$ cat config.mk
export PLATFORM = sky130hd
export DESIGN_NAME = restoring_divider
export DESIGN_NICKNAME = d
export VERILOG_FILES = /design/src/rtl/div_pkg.sv /design/src/rtl/full_adder.sv /design/src/rtl/ripple_subtractor.sv /design/src/rtl/restoring_divider.sv
export SDC_FILE = /design/constraint.sdc
export NUM_CORES = 1
export LEC_CHECK = 0
export ABC_AREA = 1
export CORE_MARGIN = 2
export CORE_UTILIZATION = 44
export DETAILED_ROUTE_END_ITERATION = 12
export PLACE_DENSITY = 0.76
export SLEW_MARGIN = 20
export SYNTH_ARGS = -nofsm -noshare
export SYNTH_HDL_FRONTEND = slang
export SYNTH_HIERARCHICAL = 1
export SYNTH_SLANG_ARGS = --single-unit
$ cat constraint.sdc
create_clock -name Clk -period 8.05 [get_ports Clk]
set_clock_uncertainty 0.1 [all_clocks]
set_input_delay 1.61 -clock Clk [delete_from_list [all_inputs] [get_ports Clk]]
set_output_delay 1.61 -clock Clk [all_outputs]
set_load 0.02 [all_outputs]
$ cat src/rtl/div_pkg.sv
// rtl/div_pkg.sv - shared types and sizing helpers for the restoring divider
package div_pkg;

    typedef enum logic [1:0] {
        IDLE = 2'd0,
        RUN  = 2'd1,
        DONE = 2'd2
    } state_t;

    localparam int DEFAULT_WIDTH = 8;
    localparam int DEFAULT_CNT_W = $clog2(DEFAULT_WIDTH);

    // Iteration counter runs 0..width-1; width >= 2 keeps this at least one bit.
    function automatic int cnt_bits(input int width);
        return $clog2(width);
    endfunction

endpackage

$ cat src/rtl/full_adder.sv
// rtl/full_adder.sv - single-bit full adder cell
module full_adder (
    input  logic a,
    input  logic b,
    input  logic cin,
    output logic sum,
    output logic cout
);

    assign sum  = a ^ b ^ cin;
    assign cout = (a & b) | (a & cin) | (b & cin);

endmodule

$ cat src/rtl/ripple_subtractor.sv
// rtl/ripple_subtractor.sv - X - Y as X + ~Y + 1 over a chain of full adders
module ripple_subtractor #(
    parameter int N = 9
) (
    input  logic [N-1:0] x,
    input  logic [N-1:0] y,
    output logic [N-1:0] diff,
    output logic         carry_out
);

    logic [N:0] carry;

    // Carry-in of one completes the two's complement of y; carry-out 1 means no borrow.
    assign carry[0] = 1'b1;

    genvar i;
    generate
        for (i = 0; i < N; i++) begin : g_bit
            full_adder u_fa (
                .a    (x[i]),
                .b    (~y[i]),
                .cin  (carry[i]),
                .sum  (diff[i]),
                .cout (carry[i+1])
            );
        end
    endgenerate

    assign carry_out = carry[N];

endmodule

$ cat src/rtl/restoring_divider.sv
// rtl/restoring_divider.sv - sequential unsigned restoring divider, one quotient bit per clock
module restoring_divider
    import div_pkg::*;
#(
    parameter int WIDTH = 8
) (
    input  logic             Clk,
    input  logic             Reset_n,
    input  logic             Start,
    input  logic [WIDTH-1:0] Dividend,
    input  logic [WIDTH-1:0] Divisor,
    output logic [WIDTH-1:0] Quotient,
    output logic [WIDTH-1:0] Remainder,
    output logic             Busy,
    output logic             Done,
    output logic             DivByZero
);

    localparam int CW = cnt_bits(WIDTH);

    state_t           state;
    logic [WIDTH:0]   a;
    logic [WIDTH:0]   m;
    logic [WIDTH-1:0] q;
    logic [CW-1:0]    cnt;

    logic [WIDTH:0]   a_shift;
    logic [WIDTH:0]   diff;
    logic             no_borrow;
    logic             take_sub;
    logic [WIDTH:0]   a_next;
    logic [WIDTH-1:0] q_next;

    assign a_shift = {a[WIDTH-1:0], q[WIDTH-1]};

    ripple_subtractor #(
        .N (WIDTH + 1)
    ) u_sub (
        .x         (a_shift),
        .y         (m),
        .diff      (diff),
        .carry_out (no_borrow)
    );

    // a[WIDTH] is zero after every restore; folding it in keeps the step exact for any A.
    assign take_sub = no_borrow | a[WIDTH];
    assign a_next   = take_sub ? diff : a_shift;
    assign q_next   = {q[WIDTH-2:0], take_sub};

    assign Busy = (state == RUN);
    assign Done = (state == DONE);

    always_ff @(posedge Clk or negedge Reset_n) begin
        if (!Reset_n) begin
            state     <= IDLE;
            a         <= '0;
            m         <= '0;
            q         <= '0;
            cnt       <= '0;
            Quotient  <= '0;
            Remainder <= '0;
            DivByZero <= 1'b0;
        end else begin
            case (state)
                IDLE: begin
                    if (Start) begin
                        if (Divisor == '0) begin
                            Quotient  <= '1;
                            Remainder <= Dividend;
                            DivByZero <= 1'b1;
                            state     <= DONE;
                        end else begin
                            a     <= '0;
                            q     <= Dividend;
                            m     <= {1'b0, Divisor};
                            cnt   <= '0;
                            state <= RUN;
                        end
                    end
                end
                RUN: begin
                    a   <= a_next;
                    q   <= q_next;
                    cnt <= cnt + 1'b1;
                    if (cnt == CW'(WIDTH - 1)) begin
                        Quotient  <= q_next;
                        Remainder <= a_next[WIDTH-1:0];
                        DivByZero <= 1'b0;
                        state     <= DONE;
                    end
                end
                DONE: begin
                    state <= IDLE;
                end
                default: begin
                    state <= IDLE;
                end
            endcase
        end
    end

endmodule

After elaboration in Yosys (flattened, before gate mapping)
Cells that the tools add are included.

word-level totals
  register bits = 47
  input bits = 19
  output and inout bits = 19
  word-level logic and storage cells = 118

cells by class
  $add $sub $neg = 1
  eq/ne operators = 7
  multiplexer cells = 26
  bitwise logic cells = 69
  reductions and logical operators = 7

operator list
  kind                 count
  $mux 8               8
  $pmux 8 s2           3
  $mux 9               3
  $and 1x1->1          23
  $or 1x1->1           19
  $pmux 9 s2           1
  $xor 1x1->1          16
  $not 1->1            11
  $logic_not 8->1      1
  $mux 2               3
  $mux 3               2
  $ne 2x2->1 const B   3
  $pmux 3 s2           1
  $reduce_and 3->1     2
  $pmux 2 s2           1
  $reduce_and 4->1     1
  $add 3x1->3 const B  1
  $eq 3x3->1 const B   1
  $mux 1               3
  $eq 2x1->1 const B   1
  $eq 2x2->1 const B   1
  $logic_not 2->1      1
  $ne 2x1->1 const B   1
  $pmux 1 s2           1
  other kinds (2)      2

Depth between registers and ports, before layout
  word-level depth = 32
  gate-level depth with buffers = 16
  mapped depth without buffers = 16

Hierarchy
Netlist, hierarchy kept.

by module, submodules not included
  module             times used  cells each  area each (um2)  sequential area each (um2)
  restoring_divider  1           285         2301.0           1176.1
  full_adder         9           1           20.0             0.0
  ripple_subtractor  1           10          37.5             0.0

Worst setup path after synthesis
No wires, ideal clock.

  path kind = register -> register
  start = register q[7]
  end = register Remainder[0]
  library setup time = 0.067 ns
  data arrival time = 4.582 ns
  slack = 3.301 ns
  stages on the path, launching flop included = 16
  period minus slack after synthesis = 4.749 ns
  cell sequence = dfrtp_1 > fa_1 > fa_1 > fa_1 > fa_1 > fa_1 > fa_1 > fa_1 > fa_1 > fa_1 > nor2_1 > clkbuf_1 > nand3_1 > nand3_1 > nand3_1 > nand2_1

on the way
  longest elaborated chain between the ends = 31
  elaborated cells between the ends (all ways) = 40
  classes of those cells = mux: 3; bitwise: 37

RTL lines
  item                       line                     source
  start, declared            restoring_divider.sv:24  logic [WIDTH-1:0] q;
  start signal, assigned     restoring_divider.sv:74  q <= Dividend;
  start signal, assigned     restoring_divider.sv:83  q <= q_next;
  $and 1x1->1                full_adder.sv:11         assign cout = (a & b) | (a & cin) | (b & cin);
  $or 1x1->1 * (2 in a row)  full_adder.sv:11
  via u_sub.carry[1]         ripple_subtractor.sv:11  logic [N:0] carry;
  $and 1x1->1                full_adder.sv:11
  $or 1x1->1                 full_adder.sv:11
  $or 1x1->1 *               full_adder.sv:11
  via u_sub.carry[2]         ripple_subtractor.sv:11
  $and 1x1->1                full_adder.sv:11
  [2 not listed]             n/a
  via u_sub.carry[3]         ripple_subtractor.sv:11
  [3 not listed]             n/a
  via u_sub.carry[4]         ripple_subtractor.sv:11
  [3 not listed]             n/a
  via u_sub.carry[5]         ripple_subtractor.sv:11
  [3 not listed]             n/a
  via u_sub.carry[6]         ripple_subtractor.sv:11
  [3 not listed]             n/a
  via u_sub.carry[7]         ripple_subtractor.sv:11
  [3 not listed]             n/a
  via u_sub.carry[8]         ripple_subtractor.sv:11
  $and 1x1->1                full_adder.sv:11
  $or 1x1->1                 full_adder.sv:11
  $or 1x1->1 *               full_adder.sv:11
  via no_borrow              restoring_divider.sv:29  logic no_borrow;
  $or 1x1->1 *               restoring_divider.sv:46  assign take_sub = no_borrow | a[WIDTH];
  $mux 9 *                   restoring_divider.sv:47  assign a_next = take_sub ? diff : a_shift;
  $mux 8 *                   restoring_divider.sv:85  if (cnt == CW'(WIDTH - 1)) begin
  $pmux 8 s2 *               restoring_divider.sv:64  case (state)
  end signal, assigned       restoring_divider.sv:69  Remainder <= Dividend;
  end signal, assigned       restoring_divider.sv:87  Remainder <= a_next[WIDTH-1:0];
  end, declared              restoring_divider.sv:13  output logic [WIDTH-1:0] Remainder,

The timed path passes the listed nets; every way through them passes the cells marked *. The select of a mux whose other input is x is not followed.
A chain may end at the register's enable or synchronous reset.

Final worst setup path
Same ends and word-level chain as after synthesis.

==> flow_metrics.tcl <==
set metrics [dict create \
    worst_slew_pin_slew_ns 0.898 \
    postSynth.asyncResetShare 1.00 \
    vias 2034 \
    h-tree-depth 2 \
    final_min_period_over_clock_period 0.658 \
    cap_viol_max_count 0 \
    crit_path_frequent_cell "fa_1" \
    drt_wl_total_um 5140 \
    die_x_um 79.7 \
    synth.area.mux_share 0 \
    period_needed_ns 5.30 \
    die_h_um 79.7 \
    synthAdderAreaFrac 0.0815 \
    start_util 0.457 \
    criticalPathCategory "register to register" \
    io_pins 38 \
    dr.pass1.iters 4 \
    drive_gt1_frac 0.0534 \
    cts.sinks 47 \
    grt_pass1_vias 1942 \
    rrSetupSlack_ns 2.75 \
    synth_top_area_frac 0.467 \
    cts_root_buf "clkbuf_8" \
    fin_tns_setup_ns 0 \
    synth_enable_flop_cells 0 \
    yosys-top-cells-area "dfrtp_1 (47%), nand2_1 (18%), nand3_1 (11%)" \
    cts.repair.resized 0 \
    synth_fp_nets 334 \
    ir_drop_mv 0.263 \
    power.leakage_nw 1.52 \
    yosysMostFrequentCell "nand2_1" \
    numCtsBuffers 5 \
    slew_headroom 0.401 \
    max_freq_mhz 189 \
    critPathSlowestCell "nor2_1" \
    drtIter0Drc 178 \
    synth_simple_gate_area_share 0.352 \
    synthCells 304 \
    grt-ovfl-total 0 \
    end_kind "register" \
    yosysSeqAreaShare 0.467 \
    crit_fanout 11 \
    synth_area_leader_cell "dfrtp_1" \
    ys_ff_latch 47 \
    synth-main-ff-cell "dfrtp_1" \
    ctsHoldBuffers 0 \
    final_cells 409 \
    worst-endpoint-required_ns 8.19 \
    die-area_um2 6350 \
    numPortBuffers 37 \
    setup_viol 0 \
    rsz0062_at_grt "false" \
    post-dp-hpwl_um 3790 \
    power.density_nw_per_um2 430 \
    n_antenna_cell 0 \
    grt_use_total 0.182 \
    antenna_found_initial 0 \
    max_stage_delay_ns 0.59 \
    hold_violations 0 \
    core_area_um2 5510 \
    grt_max_degree 48 \
    cp.arrival_ns 5.44 \
    fin_nets 367 \
    placed_cells 402 \
    slew_viol_final 0 \
    postCtsSetupBuffers 0 \
    synth_compound_area_frac 0.0278 \
    synth_commonest_cells "nand2_1 (118), nand3_1 (57), dfrtp_1 (47)" \
    min_path_type "register to register" \
    ant_nets 0 \
    synth_xor_area_frac 0 \
    crit_chain "fa_1 -> fa_1 -> fa_1 -> fa_1 -> fa_1 -> fa_1 -> fa_1 -> fa_1 -> fa_1 -> nor2_1 -> nand3_1 -> nand3_1 -> nand3_1 -> nand2_1" \
    syn2layout_area_growth_pct 19.3 \
    worstSetupStartpointType "register" \
    wire_per_inst_um 12.6 \
    ys_types 22 \
    remaining_drc_errors 0 \
    clkLatencyLatePin_ns 0.30 \
    num_rows 27 \
    syn-cell-area_um2 2520 \
    clk_pin_slew_worst_paths_ns 0.08 \
    cts.path.max_buffers 2 \
    place_congestion 0.862 \
    cts_tree "built" \
    synth_top_family_by_area "simple AND/OR/NAND/NOR gates" \
    status "finished, final reports clean" \
    avgSynthCellArea_um2 8.29 \
    grt_pass1_wl_um 8830 \
    vias_per_cell 4.97 \
    yosys_warnings 6 \
]
[cells by family (layout without fill, tap and decap cells)]
family                   Yosys count  in the layout
AO/OA/AOI/OAI                     11             11
adder cells (fa/ha/maj)           11             11
buffers and inverters             36             69
flip-flops                        47             47
other                              2              2
AND/OR/NAND/NOR                  197            197
[through the flow]
step / utilization / setup slack [ns] / hold WS (ns) / instance area (um2) / power [mW]
final: 0.546 / 2.75 / 0.373 / 3000 / 1.29
after global routing: 0.546 / 2.43 / 0.392 / 3000 / 1.42
after CTS: 0.545 / 2.79 / 0.379 / 3000 / 1.31
after detailed placement: 0.526 / 2.81 / 0.359 / 2900 / 1.14
after global placement: 0.526 / 2.99 / 0.353 / 2900 / 1.11
after floorplan: - / 3.30 / 0.342 / 2520 / 0.941
[cells in the final DEF, fill, tap and decap left out, types with 5 or more instances in the layout]
cell type,count
inv_1,21
o21ai_0,9
clkdlybuf4s50_1,36
nand3_1,57
dfrtp_1,47
clkbuf_8,5
nand2_1,118
and2_1,8
fa_1,9
nor2_1,8
[area by class of cell]
| cell class | instances | area, um2 |
|---|---|---|
| repair buffers | 38 | 375 |
| clock buffers | 6 | 72.6 |
| multi-input cells | 221 | 1170 |
| flip-flops and latches | 47 | 1180 |
| inverters | 24 | 90.1 |
| fillers | 528 | 2500 |
| clock inverters | 1 | 30.0 |
| well taps | 72 | 90.1 |
[report_power, final]
group | total (mW) | switching (mW) | leakage, nW | internal, mW
Sequential | 0.417 | 0.0707 | 0.590 | 0.346
Combinational | 0.708 | 0.435 | 0.878 | 0.273
Clock | 0.168 | 0.0767 | 0.0513 | 0.0910
[sequential cells by signal (all words and copies together), names as in the netlist]
| name | cells |
|---|---|
| Quotient | 8 |
| m | 8 |
| Remainder | 8 |
| DivByZero | 1 |
| q | 8 |
| a | 9 |
| cnt | 3 |
| state | 2 |
[routing by layer]
layer | global-route usage | vias up | wire length [um] | share of wire
met1 | 0.251 | 952 | 2380 | 0.46
met2 | 0.279 | 59 | 2430 | 0.47
li1 | - | 1014 | - | -
met4 | 0.0776 | 0 | 104 | 0.020
met3 | 0.0373 | 9 | 227 | 0.044
met5 | 0 | - | 0 | 0
[path summary, 6_finish.rpt]
check / startpoint / endpoint / cells past startpoint
worst max-delay path: q[7] / Remainder[0] / 14
worst min-delay path: Remainder[5] / Remainder[5] / 2
max in group asynchronous: Reset_n / DivByZero / 1
worst min register to register: Remainder[5] / Remainder[5] / 2
min in group asynchronous: Reset_n / m[6] / 1
worst max register to register: q[7] / Remainder[0] / 14
[critical path: cells and delay by family, from the launching register on]
| family | cells | cell delay, ns |
|---|---|---|
| DFF | 1 | 0.42 |
| adders and majority gates | 9 | 3.62 |
| and+or+nand+nor | 5 | 1.10 |
Note: power is estimated with default switching activity, not from simulation.
